==> config.mk <==
export PLATFORM = sky130hd
export DESIGN_NAME = jtframe_dwnld_banker
export DESIGN_NICKNAME = d
export VERILOG_FILES = /design/src/rtl/jtframe_dwnld_banker.sv
export SDC_FILE = /design/constraint.sdc
export NUM_CORES = 1
export LEC_CHECK = 0
export BUFFER_PORTS_ARGS = -buffer_cell sky130_fd_sc_hd__buf_2
export CORE_MARGIN = 2
export CORE_UTILIZATION = 55
export CTS_CLUSTER_DIAMETER = 100
export DETAILED_ROUTE_END_ITERATION = 10
export PLACE_DENSITY_LB_ADDON = 0.12
export SLEW_MARGIN = 0
export SYNTH_ARGS = -nofsm -noshare
export SYNTH_HDL_FRONTEND = slang
export SYNTH_SLANG_ARGS = --single-unit
==> constraint.sdc <==
create_clock -name clk -period 10.71 [get_ports clk]
set_input_delay 1.071 -clock clk [delete_from_list [all_inputs] [get_ports clk]]
set_output_delay 1.071 -clock clk [all_outputs]
set_load 0.01 [all_outputs]
==> src/rtl/jtframe_dwnld_banker.sv <==
// ROM download router: packs ioctl bytes into 16-bit SDRAM words,
// splits the image across up to four banks and diverts a PROM tail.
module jtframe_dwnld_banker #(
    parameter int          SDRAMW     = 22,
    parameter int          BANKS      = 4,
    parameter logic [25:0] BA1_START  = 26'h100000,
    parameter logic [25:0] BA2_START  = 26'h200000,
    parameter logic [25:0] BA3_START  = 26'h300000,
    parameter logic [25:0] PROM_START = 26'h3FFFFFF,
    parameter bit          SWAB       = 1'b0
) (
    input  logic              clk,
    input  logic              rst,
    input  logic              ioctl_rom,
    input  logic [25:0]       ioctl_addr,
    input  logic [7:0]        ioctl_dout,
    input  logic              ioctl_wr,
    output logic [SDRAMW-1:0] prog_addr,
    output logic [15:0]       prog_data,
    output logic [1:0]        prog_mask,
    output logic [1:0]        prog_ba,
    output logic              prog_we,
    input  logic              prog_rdy,
    output logic              prom_we,
    output logic              dwnld_busy,
    output logic              overflow
);

    localparam logic [1:0] IDLE  = 2'd0;
    localparam logic [1:0] HOLD  = 2'd1;
    localparam logic [1:0] WRITE = 2'd2;

    logic [1:0]        state;
    logic              rom_q;

    logic              in_prom;
    logic              in_odd;
    logic [1:0]        in_ba;
    logic [25:0]       in_base;
    logic [SDRAMW-1:0] in_addr;
    logic [SDRAMW-1:0] prom_off;

    logic              hold_valid, hold_odd;
    logic [1:0]        hold_ba;
    logic [SDRAMW-1:0] hold_addr;
    logic [7:0]        hold_byte;

    logic              slot_we;
    logic [SDRAMW-1:0] slot_addr;
    logic [15:0]       slot_data;
    logic [1:0]        slot_mask, slot_ba;

    logic              p1_v, prom_q;
    logic [SDRAMW-1:0] p1_addr, prom_addr;
    logic [7:0]        p1_byte, prom_byte;

    logic              n_hv, n_hodd;
    logic [1:0]        n_hba;
    logic [SDRAMW-1:0] n_haddr;
    logic [7:0]        n_hbyte;
    logic              n_we;
    logic [SDRAMW-1:0] n_addr;
    logic [15:0]       n_data;
    logic [1:0]        n_mask, n_ba;
    logic              n_ovf;

    logic slot_free, sd_wr, pair, flushable, rom_rise;

    function automatic logic [1:0] lane_mask(input logic odd);
        return (odd ^ SWAB) ? 2'b10 : 2'b01;
    endfunction

    always_comb begin
        in_prom = ioctl_addr >= PROM_START;
        in_odd  = ioctl_addr[0];
        in_ba   = 2'd0;
        in_base = 26'd0;
        if (BANKS >= 4 && ioctl_addr >= BA3_START) begin
            in_ba   = 2'd3;
            in_base = BA3_START;
        end else if (BANKS >= 3 && ioctl_addr >= BA2_START) begin
            in_ba   = 2'd2;
            in_base = BA2_START;
        end else if (BANKS >= 2 && ioctl_addr >= BA1_START) begin
            in_ba   = 2'd1;
            in_base = BA1_START;
        end
        in_addr  = SDRAMW'((ioctl_addr - in_base) >> 1);
        prom_off = SDRAMW'(ioctl_addr - PROM_START);
    end

    assign slot_free = (state != WRITE) || prog_rdy;
    assign sd_wr     = ioctl_wr && !in_prom;
    assign rom_rise  = ioctl_rom && !rom_q;
    assign pair      = hold_valid && !hold_odd && in_odd &&
                       in_ba == hold_ba && in_addr == hold_addr;
    // an even byte keeps waiting for its partner while the download runs
    assign flushable = hold_odd || !ioctl_rom;

    always_comb begin
        n_hv    = hold_valid;
        n_hodd  = hold_odd;
        n_hba   = hold_ba;
        n_haddr = hold_addr;
        n_hbyte = hold_byte;
        n_we    = slot_we;
        n_addr  = slot_addr;
        n_data  = slot_data;
        n_mask  = slot_mask;
        n_ba    = slot_ba;
        n_ovf   = overflow && !rom_rise;
        if (state == WRITE && prog_rdy) n_we = 1'b0;
        if (sd_wr) begin
            if (hold_valid && !slot_free) begin
                n_ovf = 1'b1;
            end else if (pair) begin
                n_we   = 1'b1;
                n_addr = hold_addr;
                n_ba   = hold_ba;
                n_mask = 2'b00;
                n_data = SWAB ? {ioctl_dout, hold_byte}
                              : {hold_byte, ioctl_dout};
                n_hv   = 1'b0;
            end else if (hold_valid || !in_odd || !slot_free) begin
                if (hold_valid) begin
                    n_we   = 1'b1;
                    n_addr = hold_addr;
                    n_ba   = hold_ba;
                    n_mask = lane_mask(hold_odd);
                    n_data = {hold_byte, hold_byte};
                end
                n_hv    = 1'b1;
                n_hodd  = in_odd;
                n_hba   = in_ba;
                n_haddr = in_addr;
                n_hbyte = ioctl_dout;
            end else begin
                n_we   = 1'b1;
                n_addr = in_addr;
                n_ba   = in_ba;
                n_mask = lane_mask(1'b1);
                n_data = {ioctl_dout, ioctl_dout};
            end
        end else if (hold_valid && flushable && slot_free) begin
            n_we   = 1'b1;
            n_addr = hold_addr;
            n_ba   = hold_ba;
            n_mask = lane_mask(hold_odd);
            n_data = {hold_byte, hold_byte};
            n_hv   = 1'b0;
        end
    end

    always_ff @(posedge clk) begin
        if (rst) begin
            state      <= IDLE;
            rom_q      <= 1'b0;
            hold_valid <= 1'b0;
            hold_odd   <= 1'b0;
            hold_ba    <= 2'd0;
            hold_addr  <= '0;
            hold_byte  <= 8'd0;
            slot_we    <= 1'b0;
            slot_addr  <= '0;
            slot_data  <= 16'd0;
            slot_mask  <= 2'b11;
            slot_ba    <= 2'd0;
            overflow   <= 1'b0;
            p1_v       <= 1'b0;
            p1_addr    <= '0;
            p1_byte    <= 8'd0;
            prom_q     <= 1'b0;
            prom_addr  <= '0;
            prom_byte  <= 8'd0;
        end else begin
            state      <= n_we ? WRITE : (n_hv ? HOLD : IDLE);
            rom_q      <= ioctl_rom;
            hold_valid <= n_hv;
            hold_odd   <= n_hodd;
            hold_ba    <= n_hba;
            hold_addr  <= n_haddr;
            hold_byte  <= n_hbyte;
            slot_we    <= n_we;
            slot_addr  <= n_addr;
            slot_data  <= n_data;
            slot_mask  <= n_mask;
            slot_ba    <= n_ba;
            overflow   <= n_ovf;
            p1_v       <= ioctl_wr && in_prom;
            p1_addr    <= prom_off;
            p1_byte    <= ioctl_dout;
            prom_q     <= p1_v;
            prom_addr  <= p1_addr;
            prom_byte  <= p1_byte;
        end
    end

    // the PROM strobe borrows the address/data bus for its single cycle
    assign prog_addr  = prom_q ? prom_addr : slot_addr;
    assign prog_data  = prom_q ? {prom_byte, prom_byte} : slot_data;
    assign prog_mask  = slot_mask;
    assign prog_ba    = slot_ba;
    assign prog_we    = slot_we;
    assign prom_we    = prom_q;
    assign dwnld_busy = ioctl_rom | hold_valid | slot_we;

endmodule

== Word level (Yosys, flattened, before mapping) ==
Index checks and enable logic that the tools add are counted.

* Output and inout port bits: 46
* Word-level logic and storage cells: 112
* Input port bits: 39
* Register bits: 143

* Multiplexer cells: 49
* Reduce and logical (&&, ||, !) cells: 27
* $lt $le $gt $ge: 4
* Equality and inequality tests: 6
* Bitwise operators: 4
* Add/sub/neg operators: 2

{| class="wikitable"
|+ Operators with widths
! kind !! count
|-
| $mux W22 || 8
|-
| $mux W16 || 7
|-
| $ge A26 B22 Y1 const B || 2
|-
| $mux W2 || 16
|-
| $ge A26 B21 Y1 const B || 1
|-
| $ge A26 B26 Y1 const B || 1
|-
| $mux W23 || 1
|-
| $sub A23 B23 Y23 || 1
|-
| $eq A22 B22 Y1 || 1
|-
| $sub A22 B22 Y22 const B || 1
|-
| $mux W21 || 1
|-
| $mux W1 || 16
|-
| $logic_and A1 B1 Y1 || 12
|-
| $logic_not A1 Y1 || 7
|-
| $logic_or A1 B1 Y1 || 4
|-
| $ne A2 B2 Y1 const B || 2
|-
| $ne A4 B4 Y1 const B || 1
|-
| $reduce_and A4 Y1 || 1
|-
| $reduce_and A3 Y1 || 1
|-
| $eq A2 B2 Y1 || 1
|-
| $eq A2 B2 Y1 const B || 1
|-
| $not A1 Y1 || 2
|-
| $or A1 B1 Y1 || 2
|-
| $reduce_bool A2 Y1 || 1
|-
| $reduce_or A2 Y1 || 1
|}

== Logic depth before layout (Yosys ltp) ==
Gate-level depths: netlist of the first run.

* Word-level depth: 12
* Gate-level depth with buffers: 14
* Depth with buffers taken out: 11

== Worst setup path after synthesis of the first run ==
No wires, ideal clock.

* Path kind: input to register
* From: input port ioctl_addr[24]
* To: register hold_byte[0]
* Setup time: 121 ps
* Data arrival time: 4,070 ps
* Slack: 6,519 ps
* Buffers on the path: 2
* Required time: 10,589 ps
* Stages on the path: 13
* Cells stage by stage: or4_1 -> buf_2 -> nor2_1 -> inv_1 -> ha_1 -> fa_1 -> xnor2_1 -> nor4_1 -> nand4_1 -> or3_1 -> buf_6 -> nand3_4 -> mux2_2

* Cells in the longest elaborated chain, start to end: 9
* Elaborated cells on any way between the ends: 19
* Those cells by class: add/sub (1); order compare (4); eq/ne (2); mux (6); bitwise (1); reduce/logical (5)

{| class="wikitable"
|+ RTL lines
! item !! RTL line !! source
|-
| start: declaration || 15 || <nowiki>input logic [25:0] ioctl_addr,</nowiki>
|-
| $ge A26 B21 Y1 || 84 || <nowiki>end else if (BANKS >= 2 && ioctl_addr >= BA1_START) begin</nowiki>
|-
| $mux W1 || 84 ||
|-
| $mux W2 || 81 || <nowiki>end else if (BANKS >= 3 && ioctl_addr >= BA2_START) begin</nowiki>
|-
| $mux W2 * || 78 || <nowiki>if (BANKS >= 4 && ioctl_addr >= BA3_START) begin</nowiki>
|-
| net in_ba[0] || 38 || <nowiki>logic [1:0] in_ba;</nowiki>
|-
| $eq A2 B2 Y1 * || 96 || <nowiki>in_ba == hold_ba && in_addr == hold_addr;</nowiki>
|-
| $logic_and A1 B1 Y1 * || 95 || <nowiki>assign pair = hold_valid && !hold_odd && in_odd &&</nowiki>
|-
| $logic_and A1 B1 Y1 * || 96 ||
|-
| $not A1 Y1 (no line) * || -- ||
|-
| $reduce_and A4 Y1 (no line) * || -- ||
|-
| end signal: assignment || 182 || <nowiki>hold_byte <= n_hbyte;</nowiki>
|-
| end: declaration || 46 || <nowiki>logic [7:0] hold_byte;</nowiki>
|}

Mark *: on every way through the listed nets, which the timed path passes. The rest lies on a longest branch.
A chain may end at the register's enable or synchronous reset.

== Worst setup path in the final report of the first run ==
* From: input port ioctl_addr[24]
* To: register hold_byte[2]

The elaborated chain is that of the path after synthesis.

==> flow_summary.yaml, run 1 <==
detailed_routing:
  viasPerCell: 5.851
  routedWlPerCell_microns: 16.81
  via_count: 5266
  drt_iter0_markers: 412
  route.detailed.drc: 0
  drt-total-wl_mm: 15.13
  first_pass_iters: 5
  detail-route-antenna-nets: 0
grt:
  antenna_found_initial: 0
  grt_pass1_vias: 4960
  grt_pass1_wl_mm: 24.97
  grt_usage_pct: 24.61
  grt_max_degree: 108
  gr-total-overflow: 0
final_layout:
  multi_input_area_sq_mm: 0.003202
  diodes: 0
  nets: 788
  layout-drive-gt1-share_pct: 20.48
  fillers: 941
  area_growth_pct: 15.54
  ff_latch_area_sq_mm: 0.002844
critical_path:
  worstRegToRegCells: 6
  r2r_slack_ps: 7840
  r2r_end: "slot_data[6]"
  cp.arrival_ps: 5000
  timing.rr.start: "state[1]"
  critPathRequiredTime_ps: 11010
  cp_max_fo: 27
  cp-start-kind: "input pin"
  path_class: "in2reg"
  critPathCaptureType: "flip-flop"
worst_hold_path:
  hold_end: "prom_addr[14]"
  hold_class: "reg2reg"
  holdPathStages: 1
  min-delay-start: "p1_addr[14]"
power:
  ir_worst_vdd_mv: 0.1178
  p_leak_nw: 2.972
  power_density_mw_per_mm2: 184.5
  power.total_mw: 1.362
floorplanning:
  start_util_pct: 56.22
  core_area_sq_mm: 0.01137
  ios: 85
  die_w_microns: 111.8
  die_area_sq_mm: 0.01250
  num_rows: 39
  die_h_microns: 111.8
sta:
  max_freq_ghz: 0.2129
  hold_viol_final: 0
  setup_viol: 0
  worstMarginPinSlew_ps: 1232
  rsz0062_at_grt: "false"
  min_period_ps: 4698
  finalSetupTns_ps: 0
  fin_crit_sh_pct: 43.86
  fin_skew_ps: 10.38
  slew_violations: 0
  relSlewSlack_pct: 17.85
clocking:
  cts_setup_buffers: 0
  hold_buffers: 0
  clk_path_buf_depth: 2
  clock-root-buffer: "clkbuf_16"
  cts_resized: 0
  clk_latency_ps: 420
  tritoncts: "built"
  cts.htree.levels: 4
  clkSinkCount: 142
  cts.clk_slew.worst_paths_ps: 50
  cts_buffers: 17
logic_synthesis:
  yosys_warnings: 0
  synth_edf_count: 0
  seq_area_frac_synth_pct: 44.47
  synth-simple-area-share_pct: 19.36
  avgSynthCellArea_sq_um: 9.119
  synthArstFlopShare_pct: 0
  synth_top_family_by_area: "simple AND/OR/NAND/NOR gates"
  synth-compound-area-share_pct: 14.11
  synth_xor_area_share_pct: 5.892
  synth_top_cell_by_area: "dfxtp_1"
  ys.flop_type: "dfxtp_1"
  yosys-top-cells-area: "dfxtp_1, mux2_2, nor2b_1, mux2i_1, a211oi_1"
  ys_seq_elements: 142
  syn_inst: 701
  synth_fa_ha_area_share_pct: 0.9004
  synthMuxAreaShare_pct: 9.513
  synth_top_area_share_pct: 44.47
  syn-num-nets: 744
  netlist_area_sq_mm: 0.006392
  synthDistinctLibCells: 48
status:
  status: "finished, final reports clean"
placement:
  place.gp.congestion: 0.9172
  hpwl_mm: 9.333
  portBuffers: 84
job:
  cap_violations: 0
-- worst max-delay path, cell delays in order --
cell	delay [ps]
buf_2	100
or4_1	640
nor2_1	220
inv_1	70
ha_1	190
fa_1	490
xnor2_1	170
nor4_1	310
nand4_1	170
or3_1	830
nand3_4	360
mux2_2	380
-- final cells by class --
type / count / share of cell area [%]
clock buffer: 25 / 6.844
timing repair buffer: 88 / 6.132
sequential: 142 / 38.51
multi-input combinational: 470 / 43.35
tap: 143 / 2.423
inverter: 26 / 1.321
clock inverter: 6 / 1.423
-- stage by stage --
stage          cell area, sq um  setup slack (ps)  util (%)  cells  hold WS [ps]
6_report                   7386              6012     64.96    900         433.3
5_1_grt                    7386              5879     64.96    900         447.4
4_1_cts                    7386              6096     64.96    900         432.4
3_5_place_dp               6775              5671     59.59    869         420.4
3_3_place_gp               6775              5817     59.59    869         416.2
2_1_floorplan              6392              6519         -    701         413.8
-- where the power goes --
part           switching, mW  internal (mW)  total [mW]
logic                  0.103         0.0724       0.175
registers             0.0185          0.566       0.584
clock network          0.208          0.395       0.603
-- layout by cell type (no fill, tap or decap), types with 8 or more instances in the layout --
cell type  instances
a211oi_1          33
a21oi_1           38
buf_2             83
clkbuf_16         17
dfxtp_1          141
inv_1             26
mux2_2            29
mux2i_1           27
nand2_1           31
nand3_1           10
nand4_1           27
nor2_1            56
nor2b_1           49
nor3_1             9
nor4_1            14
o21ai_0           20
o311a_1            8
o31ai_1           20
or4_1             10
xnor2_1           15
xor2_1            28
-- cells by family (layout without fill, tap and decap cells) --
logic type      after synthesis  after routing
simple gates                229            229
flops                       142            142
compound gates              137            137
buf+inv                      89            145
mux                          57             57
xor+xnor                     43             43
fa+ha+maj                     4              4
-- cells in the mapped netlist (15+ instances only) --
library cell	n
nor2_1	57
nand4_1	27
nor2b_1	49
a211oi_1	34
mux2i_1	27
dfxtp_1	142
mux2_2	29
buf_2	18
clkbuf_1	37
xnor2_1	15
o31ai_1	20
a21oi_1	38
inv_1	26
xor2_1	28
o21ai_0	20
nand2_1	31
-- flip-flops by register name, indices dropped and copies added (netlist names) --
| register | count |
|---|---|
| hold_valid | 1 |
| prom_byte | 8 |
| p1_byte | 8 |
| hold_addr | 22 |
| overflow | 1 |
| hold_byte | 8 |
| state | 2 |
| slot_addr | 22 |
| hold_odd | 1 |
| p1_addr | 22 |
| slot_data | 16 |
| prom_we | 1 |
| prom_addr | 22 |
| hold_ba | 2 |
| prog_ba | 2 |
| rom_q | 1 |
| p1_v | 1 |
| prog_mask | 2 |
-- per-layer routing --
layer | track usage [%] | part of all wire [%]
met5 | 0 | 0
met3 | 5.389 | 5.4
met4 | 9.877 | 2.1
met1 | 33.93 | 47
met2 | 37.70 | 45
-- how the worst max path moves through the flow --
stage              startpoint  slack, ps  cells past startpoint           end
4_1_cts        ioctl_addr[24]       6100                     12  hold_byte[2]
2_1_floorplan  ioctl_addr[24]       6520                     13  hold_byte[0]
6_report       ioctl_addr[24]       6010                     12  hold_byte[2]
3_3_place_gp   ioctl_addr[24]       5820                     12  hold_byte[7]
5_1_grt        ioctl_addr[24]       5880                     12  hold_byte[2]
3_5_place_dp   ioctl_addr[24]       5670                     12  hold_byte[2]
No activity file was read; power rests on OpenSTA's default activity.
==> inputs of run 2 (changes only) <==
==> constraint.sdc (replaced) <==
create_clock -name clk -period 4.8 [get_ports clk]
set_input_delay 0.48 -clock clk [delete_from_list [all_inputs] [get_ports clk]]
set_output_delay 0.48 -clock clk [all_outputs]
set_load 0.01 [all_outputs]
==> run 2 against run 1 <==
- count of clock-buffer cells in the layout stayed put
- critical path depth stayed put
- critical path type unchanged
- clock power is 110% higher
- flip-flop and latch count did not move
- via count down 1.2%
- hold slack got worse by 93 ps
- utilization barely moved
- clock skew decreased by 1.8 ps
- power rose by 120%
- routed wire length fell by 1.7%
==> flow_summary.yaml, run 2 (same netlist as run 1, synthesis figures left out) <==
grt:
  grt_pass1_wl_mm: 24.97
  grt_pass1_vias: 5024
  grt_max_degree: 77
  antenna_found_initial: 0
  gr-total-overflow: 0
  grt_usage_pct: 24.67
critical_path:
  r2r_slack_ps: 2130
  critPathCaptureType: "flip-flop"
  crit_start: "ioctl_addr[24]"
  timing.rr.start: "state[1]"
  path_class: "in2reg"
  cp-start-kind: "input pin"
  cp_max_fo: 16
  cp.arrival_ps: 4280
  critPathRequiredTime_ps: 5100
floorplanning:
  num_rows: 39
  start_util_pct: 56.22
  die_h_microns: 111.8
  core_area_sq_mm: 0.01137
  die_w_microns: 111.8
  die_area_sq_mm: 0.01250
  ios: 85
detailed_routing:
  detail-route-antenna-nets: 0
  routedWlPerCell_microns: 16.46
  drt_iter0_markers: 422
  drt-total-wl_mm: 14.88
  first_pass_iters: 4
  route.detailed.drc: 0
  viasPerCell: 5.757
  via_count: 5204
clocking:
  clock-root-buffer: "clkbuf_16"
  cts.clk_slew.worst_paths_ps: 60
  cts_setup_buffers: 0
  hold_buffers: 0
  cts_buffers: 17
  clk_path_buf_depth: 2
  cts_resized: 0
  tritoncts: "built"
  clk_latency_ps: 420
  cts.htree.levels: 4
  clkSinkCount: 142
sta:
  fin_crit_sh_pct: 82.86
  slew_violations: 0
  rsz0062_at_grt: "false"
  hold_viol_final: 0
  max_freq_ghz: 0.2514
  min_period_ps: 3977
  finalSetupTns_ps: 0
  relSlewSlack_pct: 12.20
  fin_skew_ps: 8.536
  worst_slack_ps: 822.7
  setup_viol: 0
  worstMarginPinSlew_ps: 1316
power:
  ir_worst_vdd_mv: 0.2754
  power_density_mw_per_mm2: 403.4
  power.total_mw: 2.979
  p_leak_nw: 2.972
worst_hold_path:
  hold_class: "in2reg"
  min-delay-start: "ioctl_dout[1]"
placement:
  placed_area_sq_mm: 0.006805
  preCtsSetupSlack_ps: 447.9
  hpwl_mm: 9.567
  place.gp.congestion: 0.8207
  portBuffers: 84
final_layout:
  multi_input_area_sq_mm: 0.003202
  mostFrequentLayoutCells: "dfxtp_1, buf_2, nor2_1"
  area_growth_pct: 15.50
  final_util_pct: 64.94
  final_area_sq_mm: 0.007383
  ff_latch_area_sq_mm: 0.002844
  fillers: 979
  nets: 792
  layout.cells.most_common: "dfxtp_1"
  layout-drive-gt1-share_pct: 20.76
  diodes: 0
job:
  cap_violations: 0
status:
  status: "finished, final reports clean"
## run 2: layer usage
layer / global-route usage [%] / vias to the layer above / part of all wire [%]
li1: - / 2572 / -
met1: 33.80 / 2464 / 48
met2: 37.94 / 145 / 45
met3: 5.553 / 23 / 4.6
met4: 9.794 / 0 / 2.0
met5: 0 / - / 0
## run 2: stage by stage
stage / cells / hold slack [ps]
after detailed placement: 873 / 423.1
final: 904 / 340.6
after CTS: 904 / 331.1
after global routing: 904 / 340.9
after floorplan: 701 / 413.8
after global placement: 873 / 416.0
## run 2: power breakdown
| group | switching [mW] | leakage [nW] | internal [mW] |
|---|---|---|---|
| Sequential | 0.0407 | 1.17 | 1.26 |
| Combinational | 0.228 | 1.52 | 0.163 |
| Clock | 0.470 | 0.283 | 0.814 |
| Total | 0.739 | 2.97 | 2.24 |
## run 2: path summary, 6_finish.rpt
check,depth (start not counted),endpoint
worst min-delay path,2,slot_data[1]
worst max-delay path,12,hold_byte[2]
worst min register to register,1,prom_addr[9]
worst max register to register,5,hold_byte[5]
## run 2: final cells by class
class	instances	share of cell area (%)
multi-input combinational	470	43.37
sequential	142	38.52
clock buffer	25	6.711
timing repair buffer	92	6.541
tap	143	2.423
inverter	26	1.322
clock inverter	6	1.118
## run 2: critical path, cell delays in order
cell and delay (ps):
buf_2 100, or4_1 640, nor2_1 250, inv_1 90, ha_1 210, fa_1 500, xnor2_1 180, nor4_1 320
nand4_1 180, or3_1 680, nand3_4 280, mux2_2 370
==> inputs of run 3 (changes only) <==
--- a/config.mk
+++ b/config.mk
@@ -5,9 +5,10 @@
 export SDC_FILE = /design/constraint.sdc
 export NUM_CORES = 1
 export LEC_CHECK = 0
+export ABC_AREA = 1
 export BUFFER_PORTS_ARGS = -buffer_cell sky130_fd_sc_hd__buf_2
 export CORE_MARGIN = 2
-export CORE_UTILIZATION = 55
+export CORE_UTILIZATION = 53
 export CTS_CLUSTER_DIAMETER = 100
 export DETAILED_ROUTE_END_ITERATION = 10
 export PLACE_DENSITY_LB_ADDON = 0.12
==> constraint.sdc (replaced) <==
create_clock -name clk -period 3.3 [get_ports clk]
set_input_delay 0.33 -clock clk [delete_from_list [all_inputs] [get_ports clk]]
set_output_delay 0.33 -clock clk [all_outputs]
set_load 0.01 [all_outputs]
==> run 3 against run 2 <==
- synthesized area up 6.8%
- largest power group is now clock
- largest cell class unchanged
- register-to-register slack worse by 1100 ps
- critical path depth increased by 6
- critical endpoint is now slot_addr[5]
==> flow_summary.yaml, run 3 <==
logic_synthesis:
  synth_edf_count: 0
  synthDistinctLibCells: 32
  yosys_warnings: 0
  seq_area_frac_synth_pct: 41.66
  yosys-top-cells-area: "dfxtp_1, nand2_1, nor2_1, inv_1, o21ai_0"
  netlist_area_sq_mm: 0.006824
  synthArstFlopShare_pct: 0
  ys_seq_elements: 142
  syn_inst: 1064
  avgSynthCellArea_sq_um: 6.414
  ys.flop_type: "dfxtp_1"
  synth.most_common_cell: "nand2_1"
  netlist_top_cells_count: "nand2_1, nor2_1, inv_1, dfxtp_1, o21ai_0"
  syn-num-nets: 1107
  synth_top_cell_by_area: "dfxtp_1"
  synth_top_area_share_pct: 41.66
critical_path:
  r2r_slack_ps: 1050
  worstRegToRegCells: 12
  cp-start-kind: "input pin"
  r2r_end: "slot_addr[5]"
  timing.rr.start: "hold_addr[9]"
  critPathRequiredTime_ps: 3600
  critPathCaptureType: "flip-flop"
  crit_start: "ioctl_addr[22]"
  cp_max_fo: 24
  path_class: "in2reg"
  cp.arrival_ps: 3190
worst_hold_path:
  holdPathStages: 3
  min-delay-start: "ioctl_rom"
  hold_class: "in2reg"
  hold_end: "rom_q"
final_layout:
  fin_cells: 1315
  nets: 1173
  multi_input_area_sq_mm: 0.003157
  mostFrequentLayoutCells: "nand2_1, nor2_1, inv_1"
  layout-drive-gt1-share_pct: 12.08
  area_growth_pct: 16.26
  final_area_sq_mm: 0.007934
  fillers: 1236
  layout.cells.most_common: "nand2_1"
  final_util_pct: 62.87
  ff_latch_area_sq_mm: 0.002844
grt:
  grt_pass1_wl_mm: 28.60
  gr-total-overflow: 0
  grt_max_degree: 74
  grt_util_met1_pct: 40.79
  grt_usage_pct: 25.99
  antenna_found_initial: 1
  grt_pass1_vias: 5504
  top_usage_layer: "met1"
  grt_use_met2_pct: 34.80
  grt_use_met3_pct: 6.105
clocking:
  hold_buffers: 0
  clock-root-buffer: "clkbuf_16"
  cts.clk_slew.worst_paths_ps: 60
  clk_latency_ps: 420
  tritoncts: "built"
  cts_buffers: 17
  clk_path_buf_depth: 2
  clkSinkCount: 142
  cts_resized: 0
  cts_setup_buffers: 0
  cts.htree.levels: 4
sta:
  whs_ps: 163.2
  slew_violations: 0
  fin_crit_sh_pct: 87.57
  rsz0062_at_grt: "false"
  relSlewSlack_pct: 45.70
  worst_slack_ps: 410.1
  worstMarginPinSlew_ps: 814.5
  max_freq_ghz: 0.3460
  fin_skew_ps: 6.019
  min_period_ps: 2890
  finalSetupTns_ps: 0
  hold_viol_final: 0
  setup_viol: 0
detailed_routing:
  viasPerCell: 4.866
  detail-route-antenna-nets: 0
  via_count: 6399
  drt-total-wl_mm: 17.45
  route.detailed.drc: 0
  first_pass_iters: 5
  routedWlPerCell_microns: 13.27
  drt_iter0_markers: 547
placement:
  portBuffers: 84
  placed_area_sq_mm: 0.007332
  preCtsSetupSlack_ps: 45.37
  hpwl_mm: 12.37
  place.gp.congestion: 0.9234
  place_inst: 1283
floorplanning:
  ios: 85
  start_util_pct: 54.07
  num_rows: 41
  die_h_microns: 117.5
  die_w_microns: 117.5
  core_area_sq_mm: 0.01262
  die_area_sq_mm: 0.01380
status:
  status: "finished, final reports clean"
power:
  ir_worst_vdd_mv: 0.2320
  power_density_mw_per_mm2: 571.9
  p_leak_nw: 3.899
  power.total_mw: 4.537
job:
  cap_violations: 0
==> run 3: cell types whose count changed in the layout (fill, tap and decap cells not counted), moves of 27 or more <==
cell | previous run | this run
nand3_1 | 10 | 61
mux2i_1 | 27 | 0
xor2_1 | 28 | 1
o21ai_0 | 20 | 71
nand2_1 | 31 | 291
nor2b_1 | 49 | 0
nor2_1 | 56 | 183
mux2_2 | 29 | 0
a211oi_1 | 33 | 3
inv_1 | 26 | 147
==> run 3: cell type report <==
type,instances,share of cell area [%]
multi-input combinational,717,39.79
antenna,1,0.03154
tap,172,2.713
inverter,154,7.286
clock inverter,10,1.751
clock buffer,21,5.804
timing repair buffer,98,6.781
sequential,142,35.85
==> run 3: kinds of logic after synthesis <==
kind of cell	Yosys count	synth area share [%]
xor gates and xnor gates	9	1.155
AOI/OAI and AO/OA	130	9.846
and+or+nand+nor	574	34.42
buffers and inverters	205	12.08
DFF	142	41.66
adders and majority gates	4	0.8435
==> run 3: metal layers <==
| layer | routed length, microns | vias up |
|---|---|---|
| li1 | - | 3394 |
| met4 | 215 | 0 |
| met5 | 0 | - |
| met3 | 1321 | 17 |
| met1 | 9008 | 2762 |
| met2 | 6908 | 226 |
==> run 3: worst max-delay path: stages <==
cell and delay (ps):
buf_2 120, nor2_1 220, nand3_1 200, ha_1 240
fa_1 390, inv_1 70, nand2_1 60, nand2_1 70
nand2_1 50, nand2_1 80, nand3_1 150, nor2_4 160
nand3_2 120, nand3_4 170, buf_4 330, nand3_1 110
nor2_1 220, nor2_1 70
==> run 3: worst max-delay path by stage <==
stage / endpoint / cells after the start / slack [ps]
3_3_place_gp: slot_addr[7] / 18 / 120
4_1_cts: slot_addr[7] / 18 / 480
5_1_grt: slot_addr[20] / 18 / 210
6_report: slot_addr[5] / 18 / 410
2_1_floorplan: prog_mask[0] / 17 / 560
3_5_place_dp: slot_addr[7] / 18 / 50
==> run 3: power by group <==
group | switching [mW] | total (mW) | internal, mW
clock | 0.707 | 1.93 | 1.22
sequential | 0.0521 | 1.89 | 1.84
combinational | 0.472 | 0.715 | 0.243
total | 1.23 | 4.54 | 3.31
